`config.mk`:
```
export PLATFORM = sky130hd
export DESIGN_NAME = sync_fifo_buf
export DESIGN_NICKNAME = d
export VERILOG_FILES = /design/src/rtl/sync_fifo_buf.sv
export SDC_FILE = /design/constraint.sdc
export NUM_CORES = 1
export LEC_CHECK = 0
export ABC_AREA = 1
export CAP_MARGIN = 40
export CORE_UTILIZATION = 55
export CTS_BUF_LIST = sky130_fd_sc_hd__clkbuf_4 sky130_fd_sc_hd__clkbuf_8
export DETAILED_ROUTE_END_ITERATION = 6
export PLACE_DENSITY = 0.82
export SLEW_MARGIN = 20
export SYNTH_ARGS = -nofsm -noshare
export SYNTH_HDL_FRONTEND = slang
export SYNTH_SLANG_ARGS = --single-unit
```
`constraint.sdc`:
```
create_clock -name clk_fifo -period 4.7 [get_ports clk_fifo]
set_input_delay 0.94 -clock clk_fifo [delete_from_list [all_inputs] [get_ports clk_fifo]]
set_output_delay 0.94 -clock clk_fifo [all_outputs]
set_load 0.05 [all_outputs]
```
`src/rtl/sync_fifo_buf.sv`:
```
// sync_fifo_buf: single-clock FIFO with registered read data, occupancy count
// and almost-full / almost-empty threshold flags.
//
// The occupancy flags and the count are decoded from the pointer registers
// only, so nothing combinational runs from wr_en_fifo/rd_en_fifo to them.
//
// Optional feature: define SYNC_FIFO_ERR_EN to add the sticky overflow_fifo and
// underflow_fifo error outputs. The default build leaves the macro undefined
// and has neither those ports nor their logic.

module sync_fifo_buf #(
    parameter int unsigned DATA_WIDTH = 8,
    parameter int unsigned ADDR_WIDTH = 3,
    parameter int unsigned AF_LEVEL   = (2 ** ADDR_WIDTH) - 1,
    parameter int unsigned AE_LEVEL   = 1
) (
    input  logic                  clk_fifo,
    input  logic                  rst_fifo,

    input  logic                  wr_en_fifo,
    input  logic [DATA_WIDTH-1:0] wr_data_fifo,

    input  logic                  rd_en_fifo,
    output logic [DATA_WIDTH-1:0] rd_data_fifo,
    output logic                  rd_valid_fifo,

    output logic                  full_fifo,
    output logic                  empty_fifo,
    output logic                  almost_full_fifo,
    output logic                  almost_empty_fifo,
    output logic [ADDR_WIDTH:0]   count_fifo
`ifdef SYNC_FIFO_ERR_EN
    ,
    output logic                  overflow_fifo,
    output logic                  underflow_fifo
`endif
);

    // Thresholds narrowed to the width of the count so the compares match in width.
    localparam logic [ADDR_WIDTH:0] AfLevel = AF_LEVEL[ADDR_WIDTH:0];
    localparam logic [ADDR_WIDTH:0] AeLevel = AE_LEVEL[ADDR_WIDTH:0];
    localparam logic [ADDR_WIDTH:0] PtrOne  = 1;

    // Storage. It is deliberately left unreset, because stale words can only
    // be read back after they have been rewritten.
    logic [DATA_WIDTH-1:0] mem_q [0:(2**ADDR_WIDTH)-1];

    // Each pointer carries one extra wrap bit, so full and empty can be told apart.
    logic [ADDR_WIDTH:0]   wr_ptr_q, wr_ptr_d;
    logic [ADDR_WIDTH:0]   rd_ptr_q, rd_ptr_d;

    logic [DATA_WIDTH-1:0] rd_data_q, rd_data_d;
    logic                  rd_valid_q, rd_valid_d;

    logic                  wr_accept;
    logic                  rd_accept;
    logic                  full_s;
    logic                  empty_s;
    logic [ADDR_WIDTH:0]   count_s;

    // Occupancy decode from the registered pointers only.
    always_comb begin
        empty_s = (wr_ptr_q == rd_ptr_q);
        full_s  = (wr_ptr_q[ADDR_WIDTH-1:0] == rd_ptr_q[ADDR_WIDTH-1:0]) &&
                  (wr_ptr_q[ADDR_WIDTH] != rd_ptr_q[ADDR_WIDTH]);
        count_s = wr_ptr_q - rd_ptr_q;
    end

    // Acceptance: full blocks writes even with a read in the same cycle (no
    // pass-through); empty blocks reads even with a write in the same cycle.
    always_comb begin
        wr_accept = wr_en_fifo && !full_s;
        rd_accept = rd_en_fifo && !empty_s;
    end

    // Next-state values for the pointers and the read-data register.
    always_comb begin
        wr_ptr_d   = wr_ptr_q;
        rd_ptr_d   = rd_ptr_q;
        rd_data_d  = rd_data_q;
        rd_valid_d = 1'b0;
        if (wr_accept) begin
            wr_ptr_d = wr_ptr_q + PtrOne;
        end
        if (rd_accept) begin
            rd_ptr_d   = rd_ptr_q + PtrOne;
            rd_data_d  = mem_q[rd_ptr_q[ADDR_WIDTH-1:0]];
            rd_valid_d = 1'b1;
        end
    end

    // Pointer and read-data state. Reset overrides any request at the same edge.
    always_ff @(posedge clk_fifo) begin
        if (rst_fifo) begin
            wr_ptr_q   <= '0;
            rd_ptr_q   <= '0;
            rd_data_q  <= '0;
            rd_valid_q <= 1'b0;
        end else begin
            wr_ptr_q   <= wr_ptr_d;
            rd_ptr_q   <= rd_ptr_d;
            rd_data_q  <= rd_data_d;
            rd_valid_q <= rd_valid_d;
        end
    end

    // Memory write port. It is suppressed during reset so that reset wins outright.
    always_ff @(posedge clk_fifo) begin
        if (!rst_fifo && wr_accept) begin
            mem_q[wr_ptr_q[ADDR_WIDTH-1:0]] <= wr_data_fifo;
        end
    end

`ifdef SYNC_FIFO_ERR_EN
    logic overflow_q;
    logic underflow_q;

    // Sticky error flags. They record any request that the full or empty state
    // rejected, and only reset clears them.
    always_ff @(posedge clk_fifo) begin
        if (rst_fifo) begin
            overflow_q  <= 1'b0;
            underflow_q <= 1'b0;
        end else begin
            if (wr_en_fifo && full_s) begin
                overflow_q <= 1'b1;
            end
            if (rd_en_fifo && empty_s) begin
                underflow_q <= 1'b1;
            end
        end
    end

    // Error outputs.
    always_comb begin
        overflow_fifo  = overflow_q;
        underflow_fifo = underflow_q;
    end
`endif

    // Output mapping.
    always_comb begin
        rd_data_fifo      = rd_data_q;
        rd_valid_fifo     = rd_valid_q;
        full_fifo         = full_s;
        empty_fifo        = empty_s;
        count_fifo        = count_s;
        almost_full_fifo  = (count_s >= AfLevel);
        almost_empty_fifo = (count_s <= AeLevel);
    end

endmodule

```
==> results.sh, run 1 <==
export IMPL_cts_path_max_buffers=2
export IMPL_io_buffers=28
export IMPL_vias_per_cell=5.411
export IMPL_tns_ns=0
export IMPL_core_area_mm2=0.006386
export IMPL_die_area_mm2=0.006956
export IMPL_ioPinCount=29
export IMPL_synth_area_leaders="edfxtp_1 53%, nand2_1 11%, dfxtp_1 9.3%"
export IMPL_fin_area_mm2=0.004165
export IMPL_rows=29
export IMPL_period_share_pct=85.44
export IMPL_synthArstFlopShare_pct=0
export IMPL_yosysMostFrequentCell="nand2_1"
export IMPL_postCtsSetupBuffers=0
export IMPL_cts_repair_resize_count=0
export IMPL_hold_viol=0
export IMPL_synthToLayoutAreaGrowth_pct=14.28
export IMPL_fin_util_pct=65.22
export IMPL_critPathLaunchType="flip-flop"
export IMPL_worstPathArrival_ns=3.08
export IMPL_worst_slew_pin_slew_ns=0.6489
export IMPL_yosys_most_used_dff="edfxtp_1"
export IMPL_relSlewSlack_pct=56.58
export IMPL_synth_seq_cells=81
export IMPL_synth_seq_area_share_pct=62.07
export IMPL_synthTopCellsByCount="104 x nand2_1, 64 x edfxtp_1, 58 x inv_1, 53 x nand3_1, 17 x dfxtp_1"
export IMPL_syn_nets=388
export IMPL_cts_inserted_buffers=9
export IMPL_max_cap_violations=0
export IMPL_hpwl_mm=5.040
export IMPL_drive_gt1_share_pct=11.46
export IMPL_n_fill_cell=487
export IMPL_worst_setup_path_type="flip-flop to output pin"
export IMPL_start_util_pct=57.07
export IMPL_grt_setup_unrepaired="no"
export IMPL_clk_latency_ns=0.35
export IMPL_vias=2635
export IMPL_path_clk_slew_ns=0.08
export IMPL_placedInstanceArea_mm2=0.003969
export IMPL_p_leak_nw=1.754
export IMPL_setup_viol=0
export IMPL_die_h_um=83.41
export IMPL_overflow=0
export IMPL_insertedDiodeCount=0
export IMPL_hp_class="flip-flop to flip-flop"
export IMPL_synth_cells=370
export IMPL_grt_pass1_wl_mm=12.19
export IMPL_finalCriticalPeriod_ns=4.016
export IMPL_yosysTopAreaCell="edfxtp_1"
export IMPL_fmax_mhz=249.0
export IMPL_endpoint_kind="output pin"
export IMPL_antenna_found_initial=0
export IMPL_synth_avg_cell_area_um2=9.851
export IMPL_dr_pass1_iters=5
export IMPL_clkSinkCount=81
export IMPL_synth_top_cell_area_share_pct=52.73
export IMPL_synth_distinct_cells=26
export IMPL_drt_initial_drc_count=280
export IMPL_rrSetupSlack_ns=1.70
export IMPL_fin_nets=423
export IMPL_synth_edf_count=64
export IMPL_required_ns=3.76
export IMPL_hold_buffers=0
export IMPL_peakVddDrop_mv=0.2681
export IMPL_cts_tree="built"
export IMPL_globalplace_congestion=0.8514
export IMPL_synth_area_mm2=0.003645
export IMPL_total_power_mw=1.728
export IMPL_wl_per_cell_um=15.71
export IMPL_drtAntennaViolNets=0
export IMPL_synth_warnings=0
export IMPL_clockRootBuffer="clkbuf_8"
export IMPL_status="finished clean"
export IMPL_drt_wl_total_mm=7.652
export IMPL_fin_skew_ns=0.007231
export IMPL_h_tree_depth=3
export IMPL_maxSlewViolCount=0
export IMPL_drc=0
export IMPL_gr_usage_all_layers_pct=23.32
export IMPL_grt_max_degree=37
export IMPL_fp_dieW_um=83.41
export IMPL_grt_pass1_vias=2525
export IMPL_p_per_area_mw_per_mm2=414.8
export IMPL_worstPathMaxFanout=11
==> routing by layer <==
layer	global-route usage [%]	share of wire (%)
met1	29.84	40
met4	15.20	3.8
met5	0	0
met3	4.076	8.1
met2	36.66	48
==> worst max-delay path: stages (launching register included) <==
cell and delay [ns]:
dfxtp_1 0.58, inv_1 0.31, ha_1 0.41, a21oi_1 0.13
o21ai_0 0.11, or2_2 0.30, nand2_1 0.08, clkdlybuf4s50_1 0.80
==> where the power goes <==
| group | internal (mW) | leakage [nW] | switching (mW) | total [mW] |
|---|---|---|---|---|
| combinational | 0.151 | 0.950 | 0.325 | 0.476 |
| sequential | 0.798 | 0.717 | 0.0160 | 0.814 |
| clock | 0.194 | 0.0869 | 0.244 | 0.438 |
| total | 1.14 | 1.75 | 0.585 | 1.73 |
==> cells in the final DEF (no fill, tap or decap), types with 3 or more instances in the layout <==
master	count
a21oi_1	13
buf_4	9
clkbuf_8	9
clkdlybuf4s50_1	28
clkinv_2	3
dfxtp_1	17
edfxtp_1	64
ha_1	5
inv_1	58
inv_2	5
nand2_1	104
nand2_2	5
nand3_1	53
nor2_1	8
o21ai_0	5
xor2_1	3
==> registers in the layout, summed over array words and instances, names as in the netlist <==
| name | cells |
|---|---|
| wr_ptr_q | 4 |
| rd_data_fifo | 8 |
| rd_ptr_q | 4 |
| mem_q | 64 |
| rd_valid_fifo | 1 |
==> layout make-up <==
cell class | instances | area, um2 | share of cell area, %
clock buffers | 10 | 131.4 | 3.154
clock inverters | 6 | 35.03 | 0.8411
inverters | 65 | 249.0 | 5.978
multi-input cells | 210 | 1028 | 24.69
flip-flops and latches | 81 | 2262 | 54.31
well taps | 77 | 96.34 | 2.313
repair buffers | 38 | 362.8 | 8.711
==> path summary, 6_finish.rpt <==
kind	from	to	depth (start not counted)
max reg2reg	rd_ptr_q[2]$_SDFFE_PP0P_	mem_q[2][7]$_DFFE_PP_	10
max	rd_ptr_q[2]$_SDFFE_PP0P_	count_fifo[3]	7
min reg2reg	rd_data_fifo[1]$_SDFFE_PP0P_	rd_data_fifo[1]$_SDFFE_PP0P_	2
min	rd_data_fifo[1]$_SDFFE_PP0P_	rd_data_fifo[1]$_SDFFE_PP0P_	2
==> cells by family (layout without fill, tap and decap cells) <==
logic type               count (synthesis)  count (layout)  synth area share [%]
AND/OR/NAND/NOR                        180             180                 21.76
flip-flops                              81              81                 62.07
buffers and inverters                   79             119                 9.989
AO/OA/AOI/OAI                           20              20                 2.952
adder cells (fa/ha/maj)                  6               6                 2.266
XOR/XNOR                                 4               4                0.9614
==> stage by stage <==
step,setup slack (ns),std cells,hold WS (ns)
final,0.6841,487,0.4738
after global routing,0.5149,487,0.4977
after CTS,0.3993,484,0.4722
after detailed placement,0.7763,468,0.4602
after global placement,0.9094,463,0.4564
after floorplan,1.241,370,0.4633
No activity file was read; power rests on OpenSTA's default activity.
==> inputs of run 2 (changes only) <==
- CORE_MARGIN: default -> 2
==> run 2 against run 1 <==
Net effect: flip-flop and latch count is the same; count of clock-buffer cells in the layout shrank 1; sequential power up 1%; utilization down 0.14 points; die area grew 4.9%; critical path depth unchanged; largest cell class unchanged; highest routed layer unchanged.
==> results.sh, run 2 (synthesis gave the netlist of run 1 again) <==
export IMPL_layout_commonest_cell="nand2_1"
export IMPL_core_area_mm2=0.006386
export IMPL_finalCriticalPeriod_ns=4.329
export IMPL_p_per_area_mw_per_mm2=419.0
export IMPL_fin_nets=421
export IMPL_clockRootBuffer="clkbuf_8"
export IMPL_setup_viol=0
export IMPL_worst_setup_path_type="flip-flop to output pin"
export IMPL_fp_dieW_um=85.41
export IMPL_drt_wl_total_mm=7.631
export IMPL_h_tree_depth=3
export IMPL_io_buffers=28
export IMPL_worstPathMaxFanout=20
export IMPL_hold_buffers=0
export IMPL_drc=0
export IMPL_grt_pass1_wl_mm=12.29
export IMPL_grt_max_degree=37
export IMPL_start_util_pct=57.07
export IMPL_insertedDiodeCount=0
export IMPL_peakVddDrop_mv=0.2564
export IMPL_drive_gt1_share_pct=11.27
export IMPL_worst_slew_pin_slew_ns=0.8675
export IMPL_largest_register_ffs=64
export IMPL_place_inst=468
export IMPL_maxSlewViolCount=0
export IMPL_die_area_mm2=0.007294
export IMPL_fin_skew_ns=0.01156
export IMPL_clk_latency_ns=0.35
export IMPL_fin_area_mm2=0.004156
export IMPL_tns_ns=0
export IMPL_cts_tree="built"
export IMPL_hold_worst_slack_ns=0.4763
export IMPL_wl_per_cell_um=15.73
export IMPL_hpwl_mm=5.176
export IMPL_cts_path_max_buffers=2
export IMPL_fmax_mhz=231.0
export IMPL_vias_per_cell=5.353
export IMPL_rrSetupSlack_ns=1.41
export IMPL_rows=29
export IMPL_critPathMaxStageDelay_ns=0.89
export IMPL_vias=2596
export IMPL_layout_common_cells="104 x nand2_1, 64 x edfxtp_1, 58 x inv_1"
export IMPL_max_cap_violations=0
export IMPL_die_h_um=85.41
export IMPL_grt_setup_unrepaired="no"
export IMPL_critPathLaunchType="flip-flop"
export IMPL_antenna_found_initial=0
export IMPL_gr_usage_all_layers_pct=22.54
export IMPL_ioPinCount=29
export IMPL_drt_initial_drc_count=255
export IMPL_critPathSlowestCell="dfxtp_1"
export IMPL_required_ns=3.76
export IMPL_cts_repair_resize_count=0
export IMPL_postCtsSetupBuffers=0
export IMPL_grt_pass1_vias=2454
export IMPL_status="finished clean"
export IMPL_drtAntennaViolNets=0
export IMPL_clkSinkCount=81
export IMPL_instances_no_fill=485
export IMPL_globalplace_congestion=0.8291
export IMPL_worstPathBufferInverterCount=2
export IMPL_path_clk_slew_ns=0.09
export IMPL_placedInstanceArea_mm2=0.003969
export IMPL_endpoint_kind="output pin"
export IMPL_period_share_pct=92.11
export IMPL_critPathTopFamily="buffers and inverters"
export IMPL_cts_inserted_buffers=9
export IMPL_hp_class="flip-flop to flip-flop"
export IMPL_relSlewSlack_pct=42.09
export IMPL_overflow=0
export IMPL_synthToLayoutAreaGrowth_pct=14.04
export IMPL_dr_pass1_iters=5
export IMPL_hold_viol=0
export IMPL_crit_path_cell_trace="inv_2, ha_1, nand2_2, o21ai_0, or2_2, nand2_1, clkdlybuf4s50_1"
export IMPL_worstPathArrival_ns=3.39
export IMPL_p_leak_nw=1.733
==> run 2: cell types whose count changed in the layout (fill, tap and decap cells not counted), sizes merged <==
| cell | previous run | this run |
|---|---|---|
| clkbuf | 10 | 9 |
| clkinvlp | 1 | 4 |
| clkinv | 5 | 2 |
| inv | 65 | 66 |
| buf | 10 | 8 |
==> run 2: through the flow <==
| stage | utilization, % | setup slack (ns) | power, mW |
|---|---|---|---|
| final | 65.09 | 0.3707 | 1.742 |
| after global routing | 65.09 | 0.2148 | 1.817 |
| after CTS | 64.97 | 0.4205 | 1.747 |
| after detailed placement | 62.15 | 0.8174 | 1.299 |
| after global placement | 61.56 | 0.9175 | 1.280 |
| after floorplan | - | 1.241 | 1.180 |
==> run 2: path summary, 6_finish.rpt <==
kind,cells after the start,startpoint,endpoint
setup / recovery,7,rd_ptr_q[1]$_SDFFE_PP0P_,count_fifo[3]
hold reg to reg,2,rd_data_fifo[5]$_SDFFE_PP0P_,rd_data_fifo[5]$_SDFFE_PP0P_
hold / removal,2,rd_data_fifo[5]$_SDFFE_PP0P_,rd_data_fifo[5]$_SDFFE_PP0P_
setup reg to reg,10,rd_ptr_q[1]$_SDFFE_PP0P_,mem_q[0][2]$_DFFE_PP_
==> run 2: cell type report <==
class	count	area, um2
clock buffers	9	123.9
multi-input cells	210	1028
clock inverters	7	56.30
inverters	65	249.0
flip-flops and latches	81	2262
fillers	489	2230
repair buffers	36	340.3
well taps	77	96.34
==> run 2: worst register-to-register path: cells and delay by family (launching register included) <==
| kind | cells | cell delay (ns) |
|---|---|---|
| adder cells (fa/ha/maj) | 1 | 0.39 |
| buffers and inverters | 3 | 0.76 |
| flip-flops | 1 | 0.89 |
| AND/OR/NAND/NOR | 6 | 0.95 |
==> run 2: layer usage <==
metal	up-vias	GRT usage, %	wire length, um
met4	0	9.668	180
li1	1255	-	-
met3	17	4.377	507
met2	114	37.22	3806
met5	-	0	0
met1	1210	29.16	3135
==> run 2: where the power goes <==
group | switching, mW | internal, mW
Sequential | 0.0256 | 0.798
Clock | 0.263 | 0.195
Combinational | 0.315 | 0.146
Total | 0.603 | 1.14
==> inputs of run 3 (changes only) <==
- clock period: 4.7 -> 4.6 ns (I/O delays scaled with it)
==> run 3 against run 2 <==
Net effect: hold slack worse by 0.0072 ns; highest routed layer unchanged; worst setup slack gained 0.023 ns; critical path depth did not move; utilization rose by 0.76 points; die area is the same; critical endpoint unchanged; clock power is 25% higher; final area is 1.2% higher.
==> results.sh, run 3 (synthesis gave the netlist of run 1 again) <==
export IMPL_required_ns=3.68
export IMPL_io_buffers=28
export IMPL_synthToLayoutAreaGrowth_pct=15.38
export IMPL_reg2reg_depth=10
export IMPL_start_util_pct=57.07
export IMPL_antenna_found_initial=0
export IMPL_postCtsSetupBuffers=0
export IMPL_critPathTopFamily="buffers and inverters"
export IMPL_critPathSlowestCell="dfxtp_1"
export IMPL_max_cap_violations=0
export IMPL_clockRootBuffer="clkbuf_8"
export IMPL_gr_usage_all_layers_pct=21.44
export IMPL_worst_setup_path_type="flip-flop to output pin"
export IMPL_hold_path_end="rd_data_fifo[1]$_SDFFE_PP0P_"
export IMPL_cts_inserted_buffers=9
export IMPL_setup_viol=0
export IMPL_regToRegStartpoint="rd_ptr_q[1]$_SDFFE_PP0P_"
export IMPL_grt_max_degree=37
export IMPL_drt_initial_drc_count=252
export IMPL_endpoint_kind="output pin"
export IMPL_dr_pass1_iters=6
export IMPL_hp_class="flip-flop to flip-flop"
export IMPL_drtAntennaViolNets=0
export IMPL_worst_slew_pin_slew_ns=0.8555
export IMPL_period_share_pct=91.45
export IMPL_cts_tree="built"
export IMPL_clk_latency_ns=0.35
export IMPL_worstPathMaxFanout=20
export IMPL_fmax_mhz=237.7
export IMPL_layout_commonest_cell="nand2_1"
export IMPL_globalplace_congestion=0.8313
export IMPL_tns_ns=0
export IMPL_hpwl_mm=4.946
export IMPL_holdPathStages=2
export IMPL_fp_dieW_um=85.41
export IMPL_vias_per_cell=5.307
export IMPL_n_fill_cell=469
export IMPL_finalCriticalPeriod_ns=4.207
export IMPL_hold_viol=0
export IMPL_fin_skew_ns=0.01038
export IMPL_fin_util_pct=65.85
export IMPL_overflow=0
export IMPL_h_tree_depth=3
export IMPL_die_h_um=85.41
export IMPL_relSlewSlack_pct=42.66
export IMPL_core_area_mm2=0.006386
export IMPL_drive_gt1_share_pct=11.27
export IMPL_path_clk_slew_ns=0.08
export IMPL_rrSetupSlack_ns=1.38
export IMPL_hp_start="rd_data_fifo[1]$_SDFFE_PP0P_"
export IMPL_die_area_mm2=0.007294
export IMPL_total_power_mw=1.879
export IMPL_hold_buffers=0
export IMPL_worstPathArrival_ns=3.29
export IMPL_clkSinkCount=81
export IMPL_vias=2574
export IMPL_p_leak_nw=1.760
export IMPL_seq_area_mm2=0.002262
export IMPL_cts_repair_resize_count=0
export IMPL_grt_pass1_wl_mm=11.65
export IMPL_insertedDiodeCount=0
export IMPL_layout_common_cells="104 x nand2_1, 64 x edfxtp_1, 58 x inv_1"
export IMPL_peakVddDrop_mv=0.3613
export IMPL_grt_setup_unrepaired="no"
export IMPL_status="finished clean"
export IMPL_critPathMaxStageDelay_ns=0.85
export IMPL_maxSlewViolCount=0
export IMPL_drt_wl_total_mm=7.253
export IMPL_instances_no_fill=485
export IMPL_cts_path_max_buffers=2
export IMPL_largest_register_ffs=64
export IMPL_critPathLaunchType="flip-flop"
export IMPL_rows=29
export IMPL_p_per_area_mw_per_mm2=446.9
export IMPL_ioPinCount=29
export IMPL_multi_input_area_mm2=0.001028
export IMPL_r2r_end="mem_q[2][2]$_DFFE_PP_"
export IMPL_worstPathBufferInverterCount=2
export IMPL_wl_per_cell_um=14.95
export IMPL_grt_pass1_vias=2424
export IMPL_fin_nets=421
export IMPL_drc=0
export IMPL_place_inst=468
export IMPL_crit_path_cell_trace="inv_2, ha_1, a21oi_1, o21ai_0, or2_2, nand2_1, clkdlybuf4s50_1"
run 3: cell count changes in the layout (fill, tap and decap cells not counted):
| cell | previous run | this run |
|---|---|---|
| clkinvlp_4 | 4 | 3 |
| bufinv_16 | 0 | 2 |
| inv_6 | 1 | 0 |
| clkbuf_8 | 9 | 10 |
| clkinv_4 | 2 | 1 |
run 3: layout make-up:
type | count | share of cell area, %
timing repair buffer | 36 | 8.093
clock inverter | 6 | 2.172
inverter | 65 | 5.921
clock buffer | 10 | 3.273
tap | 77 | 2.291
sequential | 81 | 53.79
multi-input combinational | 210 | 24.46
run 3: power breakdown:
part / total, mW / internal (mW) / switching (mW) / leakage, nW
clock network: 0.574 / 0.321 / 0.253 / 0.105
logic: 0.465 / 0.149 / 0.316 / 0.938
registers: 0.840 / 0.815 / 0.0247 / 0.717
run 3: how the worst max path moves through the flow:
stage | from | end | slack, ns | depth (start not counted)
2_1_floorplan | wr_ptr_q[0]$_SDFFE_PP0P_ | almost_empty_fifo | 1.16 | 6
3_3_place_gp | rd_ptr_q[1]$_SDFFE_PP0P_ | count_fifo[3] | 0.84 | 7
3_5_place_dp | rd_ptr_q[1]$_SDFFE_PP0P_ | count_fifo[3] | 0.76 | 7
4_1_cts | rd_ptr_q[1]$_SDFFE_PP0P_ | count_fifo[3] | 0.35 | 7
5_1_grt | rd_ptr_q[1]$_SDFFE_PP0P_ | almost_empty_fifo | 0.13 | 8
6_report | rd_ptr_q[1]$_SDFFE_PP0P_ | count_fifo[3] | 0.39 | 7
run 3: metal layers:
| metal | vias up | track usage (%) | wire, um |
|---|---|---|---|
| met5 | - | 0 | 0 |
| met4 | 0 | 9.957 | 233 |
| met3 | 20 | 5.350 | 603 |
| met2 | 123 | 34.45 | 3535 |
| met1 | 1178 | 27.49 | 2881 |
| li1 | 1253 | - | - |
run 3: worst register-to-register path, delay by kind of cell, from the launching register on:
family | cells | cell delay [ns]
fa+ha+maj | 1 | 0.38
buf+inv | 3 | 0.71
flops | 1 | 0.85
simple gates | 6 | 0.99
run 3: through the flow:
| step | worst slack [ns] | instance area (um2) | hold slack, ns |
|---|---|---|---|
| global placement | 0.8376 | 3939 | 0.4535 |
| global route | 0.1297 | 4205 | 0.5045 |
| finish | 0.3934 | 4205 | 0.4690 |
| detailed placement | 0.7570 | 3969 | 0.4627 |
| CTS | 0.3546 | 4198 | 0.4747 |
| floorplan | 1.161 | 3645 | 0.4633 |
